--- src/rtl/regfile_sb_if.sv ---
// Bundle of read, write, reservation and flush signals between the issue and write-back stages and the register file.
// Ports: rs1/rs2 -> rdata1/rdata2 and busy1/busy2; we/wa/wdata/wrel write-back; iss_valid/iss_rd -> iss_stall; flush.
// master drives the requests (pipeline side); slave is the register file.
interface regfile_sb_if #(
    parameter int XLEN = 32,
    parameter int AW   = 5
);
    logic [AW-1:0]   rs1;
    logic [AW-1:0]   rs2;
    logic [XLEN-1:0] rdata1;
    logic [XLEN-1:0] rdata2;
    logic            busy1;
    logic            busy2;
    logic            we;
    logic [AW-1:0]   wa;
    logic [XLEN-1:0] wdata;
    logic            wrel;
    logic            iss_valid;
    logic [AW-1:0]   iss_rd;
    logic            iss_stall;
    logic            flush;

    modport master (
        output rs1, rs2, we, wa, wdata, wrel, iss_valid, iss_rd, flush,
        input  rdata1, rdata2, busy1, busy2, iss_stall
    );

    modport slave (
        input  rs1, rs2, we, wa, wdata, wrel, iss_valid, iss_rd, flush,
        output rdata1, rdata2, busy1, busy2, iss_stall
    );
endinterface

--- src/rtl/regfile_sb.sv ---
// Register file (2R/1W) with a per-register pending-write counter for RAW/WAW hazard detection.
// Latency: reads, busy and iss_stall are combinational; writes and counter changes land on the clk edge.
// Backpressure: iss_stall refuses a reservation when the destination counter is saturated.
// Ports: clk, reset (async, active-high), bus (regfile_sb_if.slave) carrying read, write, issue and flush signals.
module regfile_sb #(
    parameter int XLEN     = 32,
    parameter int AW       = 5,
    parameter int CNTW     = 2,
    parameter bit ZERO_REG = 1'b1,
    parameter bit BYPASS   = 1'b1
) (
    input  logic         clk,
    input  logic         reset,
    regfile_sb_if.slave  bus
);
    localparam int NREG = 1 << AW;
    localparam logic [CNTW-1:0] CNT_MAX = '1;
    localparam logic [CNTW-1:0] CNT_ONE = CNTW'(1);

    logic [XLEN-1:0] regs [NREG];
    logic [CNTW-1:0] cnt  [NREG];

    logic            z1, z2, zw, zi;
    logic            rel1, rel2;
    logic            stall;
    logic [NREG-1:0] inc_v, dec_v;

    assign z1 = ZERO_REG && (bus.rs1 == '0);
    assign z2 = ZERO_REG && (bus.rs2 == '0);
    assign zw = ZERO_REG && (bus.wa == '0);
    assign zi = ZERO_REG && (bus.iss_rd == '0);

    // Read ports: hardwired zero wins over bypass, bypass wins over the array.
    always_comb begin
        if (z1)
            bus.rdata1 = '0;
        else if (BYPASS && bus.we && (bus.wa == bus.rs1))
            bus.rdata1 = bus.wdata;
        else
            bus.rdata1 = regs[bus.rs1];
    end

    always_comb begin
        if (z2)
            bus.rdata2 = '0;
        else if (BYPASS && bus.we && (bus.wa == bus.rs2))
            bus.rdata2 = bus.wdata;
        else
            bus.rdata2 = regs[bus.rs2];
    end

    // The last outstanding write arriving this cycle satisfies the source,
    // since its data is already on the read port through the bypass.
    assign rel1 = BYPASS && bus.we && bus.wrel && (bus.wa == bus.rs1) && (cnt[bus.rs1] == CNT_ONE);
    assign rel2 = BYPASS && bus.we && bus.wrel && (bus.wa == bus.rs2) && (cnt[bus.rs2] == CNT_ONE);

    assign bus.busy1 = !z1 && (cnt[bus.rs1] != '0) && !rel1;
    assign bus.busy2 = !z2 && (cnt[bus.rs2] != '0) && !rel2;

    // Deliberately ignores a same-cycle release so the stall path stays short.
    assign stall         = bus.iss_valid && (cnt[bus.iss_rd] == CNT_MAX) && !zi;
    assign bus.iss_stall = stall;

    always_comb begin
        inc_v = '0;
        dec_v = '0;
        for (int r = 0; r < NREG; r++) begin
            inc_v[r] = bus.iss_valid && !stall && (bus.iss_rd == AW'(r)) && !(ZERO_REG && (r == 0));
            // No decrement from zero: a stray release only writes data.
            dec_v[r] = bus.we && bus.wrel && (bus.wa == AW'(r)) && (cnt[r] != '0);
        end
    end

    always_ff @(posedge clk or posedge reset) begin
        if (reset) begin
            for (int r = 0; r < NREG; r++)
                cnt[r] <= '0;
        end else if (bus.flush) begin
            for (int r = 0; r < NREG; r++)
                cnt[r] <= '0;
        end else begin
            for (int r = 0; r < NREG; r++) begin
                if (inc_v[r] && !dec_v[r])
                    cnt[r] <= cnt[r] + CNT_ONE;
                else if (dec_v[r] && !inc_v[r])
                    cnt[r] <= cnt[r] - CNT_ONE;
            end
        end
    end

    // Flush does not suppress the data write.
    always_ff @(posedge clk or posedge reset) begin
        if (reset) begin
            for (int r = 0; r < NREG; r++)
                regs[r] <= '0;
        end else if (bus.we && !zw) begin
            regs[bus.wa] <= bus.wdata;
        end
    end
endmodule

--- src/flat_wrapper.sv ---
// flat-port wrapper written by rule: the top's interface ports become plain ports
module regfile_sb_flat 
#(
    parameter int XLEN     = 32,
    parameter int AW       = 5,
    parameter int CNTW     = 2,
    parameter bit ZERO_REG = 1'b1,
    parameter bit BYPASS   = 1'b1
)
  (clk, reset, bus_rs1, bus_rs2, bus_we, bus_wa, bus_wdata, bus_wrel, bus_iss_valid, bus_iss_rd, bus_flush, bus_rdata1, bus_rdata2, bus_busy1, bus_busy2, bus_iss_stall);
  regfile_sb_if #(.XLEN(XLEN), .AW(AW)) bus_i ();
  input  logic clk;
  input  logic reset;
  input wire logic [$bits(bus_i.rs1)-1:0] bus_rs1;
  input wire logic [$bits(bus_i.rs2)-1:0] bus_rs2;
  input wire logic [$bits(bus_i.we)-1:0] bus_we;
  input wire logic [$bits(bus_i.wa)-1:0] bus_wa;
  input wire logic [$bits(bus_i.wdata)-1:0] bus_wdata;
  input wire logic [$bits(bus_i.wrel)-1:0] bus_wrel;
  input wire logic [$bits(bus_i.iss_valid)-1:0] bus_iss_valid;
  input wire logic [$bits(bus_i.iss_rd)-1:0] bus_iss_rd;
  input wire logic [$bits(bus_i.flush)-1:0] bus_flush;
  output wire logic [$bits(bus_i.rdata1)-1:0] bus_rdata1;
  output wire logic [$bits(bus_i.rdata2)-1:0] bus_rdata2;
  output wire logic [$bits(bus_i.busy1)-1:0] bus_busy1;
  output wire logic [$bits(bus_i.busy2)-1:0] bus_busy2;
  output wire logic [$bits(bus_i.iss_stall)-1:0] bus_iss_stall;
  assign bus_i.rs1 = bus_rs1;
  assign bus_i.rs2 = bus_rs2;
  assign bus_i.we = bus_we;
  assign bus_i.wa = bus_wa;
  assign bus_i.wdata = bus_wdata;
  assign bus_i.wrel = bus_wrel;
  assign bus_i.iss_valid = bus_iss_valid;
  assign bus_i.iss_rd = bus_iss_rd;
  assign bus_i.flush = bus_flush;
  assign bus_rdata1 = bus_i.rdata1;
  assign bus_rdata2 = bus_i.rdata2;
  assign bus_busy1 = bus_i.busy1;
  assign bus_busy2 = bus_i.busy2;
  assign bus_iss_stall = bus_i.iss_stall;
  regfile_sb #(.XLEN(XLEN), .AW(AW), .CNTW(CNTW), .ZERO_REG(ZERO_REG), .BYPASS(BYPASS)) u_core (.clk(clk), .reset(reset), .bus(bus_i));
endmodule
--- config.mk ---
export PLATFORM = sky130hd
export DESIGN_NAME = regfile_sb_flat
export DESIGN_NICKNAME = d
export VERILOG_FILES = /design/src/rtl/regfile_sb_if.sv /design/src/rtl/regfile_sb.sv /design/src/flat_wrapper.sv
export SDC_FILE = /design/constraint.sdc
export NUM_CORES = 2
export LEC_CHECK = 0
export BUFFER_PORTS_ARGS = -buffer_cell sky130_fd_sc_hd__buf_4
export CAP_MARGIN = 20
export CORE_AREA = 2 2 300 302
export CTS_CLUSTER_DIAMETER = 100
export DETAILED_ROUTE_END_ITERATION = 6
export DIE_AREA = 0 0 302 304
export HOLD_SLACK_MARGIN = 0.05
export PLACE_DENSITY_LB_ADDON = 0.12
export SLEW_MARGIN = 20
export SYNTH_ARGS = -nofsm -noshare
export SYNTH_HDL_FRONTEND = slang
export SYNTH_SLANG_ARGS = --single-unit
export TNS_END_PERCENT = 1
--- constraint.sdc ---
create_clock -name clk -period 64.9 [get_ports clk]
set_clock_uncertainty 0.15 [all_clocks]
set_input_delay 12.98 -clock clk [delete_from_list [all_inputs] [get_ports clk]]
set_output_delay 12.98 -clock clk [all_outputs]
set_load 0.02 [all_outputs]
After elaboration in Yosys (flattened, before gate mapping)
Index checks and enable logic that the tools add are counted.
{ "classes": {"n_eq_ne": 67, "n_reduce_logical": 312, "n_addsub": 63, "n_bitwise": 4, "n_lt_le_gt_ge": 5, "n_mux": 86} }
{ "op_table": {"columns": ["cell", "n"], "rows": [
  ["1024-bit bitwise mux", 1],
  ["32-bit binary-select mux with 5-bit select", 2],
  ["32-bit 2-to-1 mux", 9],
  ["1-bit logical AND", 173],
  ["32-bit demux with 5-bit select", 1],
  ["5-bit equality test, second input constant", 32],
  ["2-bit 2-to-1 mux", 69],
  ["3-bit nonzero test", 31],
  ["5-bit by 4-bit equality test with 1-bit output, second input constant", 16],
  ["2-bit nonzero test", 35],
  ["1-bit logical NOT", 69],
  ["64-bit 2-to-1 mux", 1],
  ["2-bit by 1-bit subtractor with 2-bit output, second input constant", 32],
  ["2-bit by 1-bit adder with 2-bit output, second input constant", 31],
  ["5-bit by 3-bit equality test with 1-bit output, second input constant", 8],
  ["2-bit binary-select mux with 5-bit select", 3],
  ["6-bit >= comparator, second input constant", 4],
  ["5-bit NOT with 6-bit output", 4],
  ["5-bit by 2-bit equality test with 1-bit output, second input constant", 4],
  ["5-bit logical NOT", 4],
  ["5-bit by 1-bit equality test with 1-bit output, second input constant", 2],
  ["5-bit equality test", 2],
  ["6-bit by 1-bit < comparator with 1-bit output, second input constant", 1],
  ["2-bit by 1-bit equality test with 1-bit output, second input constant", 2],
  ["2-bit equality test, second input constant", 1]
]} }
{ "totals": {"elab_cells": 601, "in_bits": 58, "regBits": 1088, "out_inout_bits": 67} }

Depth between registers and ports, before layout
{ "logic_depth": {"word_depth": 15, "depth_mapped": 10, "ltp_nobuf": 6} }

Worst setup path before layout
Ideal clock, no wire load.
{ "synth_timing": {"path_type": "input to output", "start": "in bus_rs1[1]", "end": "out bus_rdata1[0]", "setup_slack_ns": 36.788, "stages": 8, "arrival_time_ns": 14.982, "n_path_buf": 4, "cell_sequence": "buf_2 > buf_6 > buf_2 > xor2_1 > nor4_1 > nand3_1 > clkbuf_1 > a211oi_1"} }
{ "synth_between": {"elab_chain_cells": 6} }
{ "synth_lines": {"columns": ["item", "line", "rtl"], "rows": [
  ["start, declared", "flat_wrapper.sv:14", "input wire logic [$bits(bus_i.rs1)-1:0] bus_rs1;"],
  ["5-bit NOT with 6-bit output (implied by the code)", "regfile_sb.sv:40", "bus.rdata1 = regs[bus.rs1];"],
  ["32-bit binary-select mux with 5-bit select", "regfile_sb.sv:40", null],
  ["32-bit 2-to-1 mux (implied by the code) (2 in a row)", "regfile_sb.sv:40", null],
  ["32-bit 2-to-1 mux", "regfile_sb.sv:37", "else if (BYPASS && bus.we && (bus.wa == bus.rs1))"],
  ["32-bit 2-to-1 mux *", "regfile_sb.sv:35", "if (z1)"],
  ["end, declared", "flat_wrapper.sv:23", "output wire logic [$bits(bus_i.rdata1)-1:0] bus_rdata1;"]
]} }
Mark *: on every way between the ends. The rest lies on a longest branch, timed or not. The select of a mux whose other input is x is not followed.

Worst setup path after layout
{ "layout_timing": {"start": "in bus_rs2[0]", "end": "out bus_rdata2[29]"} }
{ "layout_between": {"elab_chain_cells": 6} }
{ "layout_lines": {"columns": ["item", "line", "rtl"], "rows": [
  ["start, declared", "flat_wrapper.sv:15", "input wire logic [$bits(bus_i.rs2)-1:0] bus_rs2;"],
  ["5-bit NOT with 6-bit output (implied by the code)", "regfile_sb.sv:49", "bus.rdata2 = regs[bus.rs2];"],
  ["32-bit binary-select mux with 5-bit select", "regfile_sb.sv:49", null],
  ["32-bit 2-to-1 mux (implied by the code) (2 in a row)", "regfile_sb.sv:49", null],
  ["32-bit 2-to-1 mux", "regfile_sb.sv:46", "else if (BYPASS && bus.we && (bus.wa == bus.rs2))"],
  ["32-bit 2-to-1 mux *", "regfile_sb.sv:44", "if (z2)"],
  ["end, declared", "flat_wrapper.sv:24", "output wire logic [$bits(bus_i.rdata2)-1:0] bus_rdata2;"]
]} }
Marks and branches as above.

==> metrics.cfg <==
[critical_path]
r2r_start=u_core.cnt[18]
r2r_slack_ps=62320
cp-startpoint=bus_rs2[0]
r2r_cells=6
start_kind=input port
crit_fanout=62
cp.arrival_ps=17770
regToRegEndpoint=u_core.cnt[25]
crit_path_end=bus_rdata2[29]
required_ps=51770
endpoint_kind=primary output
critical_path_class=input port to primary output

[cts]
cts_tree=done
holdBufCountCts=0
clk_latency_ps=710
cts_buffers=114
cts.path.max_buffers=3
cts_sinks=1088
cts_resized=0
cts_root_buffer=clkbuf_16
post_cts_buffers=0
clk_pin_slew_worst_paths_ps=60
h-tree-depth=3

[global_routing]
grt_pass1_wl_um=269000
grt.overflow.total=0
first_global_vias=41300
grt_max_degree=147
track_usage_pct=40.0
antenna_found_initial=6

[sta]
clock.fmax_mhz=32.4
worstMarginPinSlew_ps=1180
setup_violations=0
max-slew-margin-rel_pct=21.4
period_minus_slack_ps=30900
fin_tns_setup_ps=0
timing.final.crit_share_pct=47.6
setup_ws_ps=34000
hold_viol=0
slew_viol_final=0
rsz0062_at_grt=false

[synthesis]
synth_top_area_share_pct=45.0
synth-edff-count=0
synth_area_um2=60500
ys_async_sr_fraction_pct=100
yosys.area.top_type=dfrtp_1
ys_warn_count=0
yosys_register_bits=1088
synth_area_per_cell_um2=15.1
seq_area_frac_synth_pct=45.0
synth_most_common_cell=dfrtp_1
synth_ff_type=dfrtp_1
yosysUniqueCellTypes=66
yosys-top-cells-area=dfrtp_1 45%, mux4_2 24%, mux2_2 18%
netlist_top_cells_count=1,088 x dfrtp_1, 988 x mux2_2, 650 x mux4_2
postSynthCellCount=4003
syn_nets=4062

[detailed_routing]
viasPerCell=7.64
wl_met2_um=84300
drtIter0Drc=4562
highest_layer=met5
wl_met3_um=18500
drc_errors=0
avgRoutedWirePerCell_um=34.7
vias=39300
totalWireLength_um=178000
drtAntennaViolNets=0
drt-met1-wl_um=66100
dr.pass1.iters=5

[cells_and_area]
drive_gt1_share_pct=52.5
nNetsFinal=3932
area_growth_syn_to_layout_pct=8.75
n_fill_cell=5306

[die]
initial_utilization_pct=68.0
ios=125
core_area_um2=89000
die_h_um=304
die_w_um=302
die-area_um2=91800
rows=110

[outcome]
status=finished clean

[pwr]
p_leak_nw=28.0
powerDensity_nw_per_um2=30.6
vdd.ir_drop.worst_v=0.0000256

[placed_design]
pre_cts_slack_ps=33870
port_buffers=124
globalplace.congestion=0.915
hpwl_um=99200

[min_path]
hp-class=register to register
hold_depth=0

[flow_run]
max_cap_viol_count=0

## area by class of cell
| type | count | area [um2] | area share (%) |
|---|---|---|---|
| Clock inverter | 44 | 598 | 0.909 |
| Sequential cell | 1088 | 27200 | 41.4 |
| Timing Repair Buffer | 201 | 1570 | 2.39 |
| Inverter | 22 | 90.1 | 0.137 |
| Antenna cell | 4 | 10.0 | 0.0152 |
| Clock buffer | 162 | 3350 | 5.10 |
| Multi-Input combinational cell | 2446 | 31500 | 47.8 |
| Tap cell | 1176 | 1470 | 2.24 |
## logic make-up (layout without fill, tap and decap cells)
family,after synthesis,count (layout),share of synthesized area (%)
muxes,1818,1818,45.6
DFF,1088,1088,45.0
buffers and inverters,469,429,3.33
and+or+nand+nor,357,357,2.88
AOI/OAI and AO/OA,235,235,2.64
xor gates and xnor gates,35,35,0.507
adders and majority gates,1,1,0.0207
other,0,4,0
## power breakdown
group	total (W)	switching, W	leakage (nW)	internal, W
combinational	0.000431	0.000174	12.0	0.000257
sequential	0.000893	0.0000935	14.0	0.000800
clock	0.000688	0.000281	1.95	0.000406
## sequential cells by signal, indices dropped and copies added (netlist names)
register	cells
u_core.regs	1024
u_core.cnt	64
## layout by cell type (no fill, tap or decap), drive strengths merged, types with 27 or more instances in the layout
cell and instances:
clkinv 27, o21ai 48, nor2 144, mux4 652, nand3 31, mux2 994
nand2 62, mux2i 172, buf 201, dfrtp 1088, a21oi 41, a211oi 70
clkbuf 162
## worst max-delay path, cell delays in order
cell and delay, ps:
buf_8 530, buf_4 650, buf_4 850, buf_4 840, mux4_2 370, mux2i_1 90
mux4_2 530, a211oi_1 560, buf_4 250
## metrics by stage
| step | cell area (um2) | hold slack (ps) | util, % | cells | total power (W) |
|---|---|---|---|---|---|
| 6_report | 65800 | 246 | 73.9 | 5143 | 0.00201 |
| 5_1_grt | 65800 | 261 | 73.9 | 5143 | 0.00208 |
| 4_1_cts | 65800 | 247 | 73.9 | 5139 | 0.00201 |
| 3_5_place_dp | 61800 | 234 | 69.4 | 4933 | 0.00133 |
| 3_3_place_gp | 61800 | 227 | 69.4 | 4933 | 0.00129 |
| 2_1_floorplan | 60500 | 291 | - | 4003 | 0.00120 |
## per-layer routing
metal  GRT usage [%]  up-vias
met5               0        -
met4            18.6        4
met3            10.1      588
met2            61.1     2356
met1            54.8    21100
li1                -    15300
## how the worst min path moves through the flow
| stage | from | to |
|---|---|---|
| after floorplan | u_core.regs[1000] | u_core.regs[1000] |
| after global placement | u_core.regs[995] | u_core.regs[995] |
| after detailed placement | u_core.regs[1003] | u_core.regs[1003] |
| after CTS | u_core.regs[1023] | u_core.regs[1023] |
| after global routing | u_core.regs[1023] | u_core.regs[1023] |
| final | u_core.regs[1022] | u_core.regs[1022] |
Power figures use the tool's default switching activity.
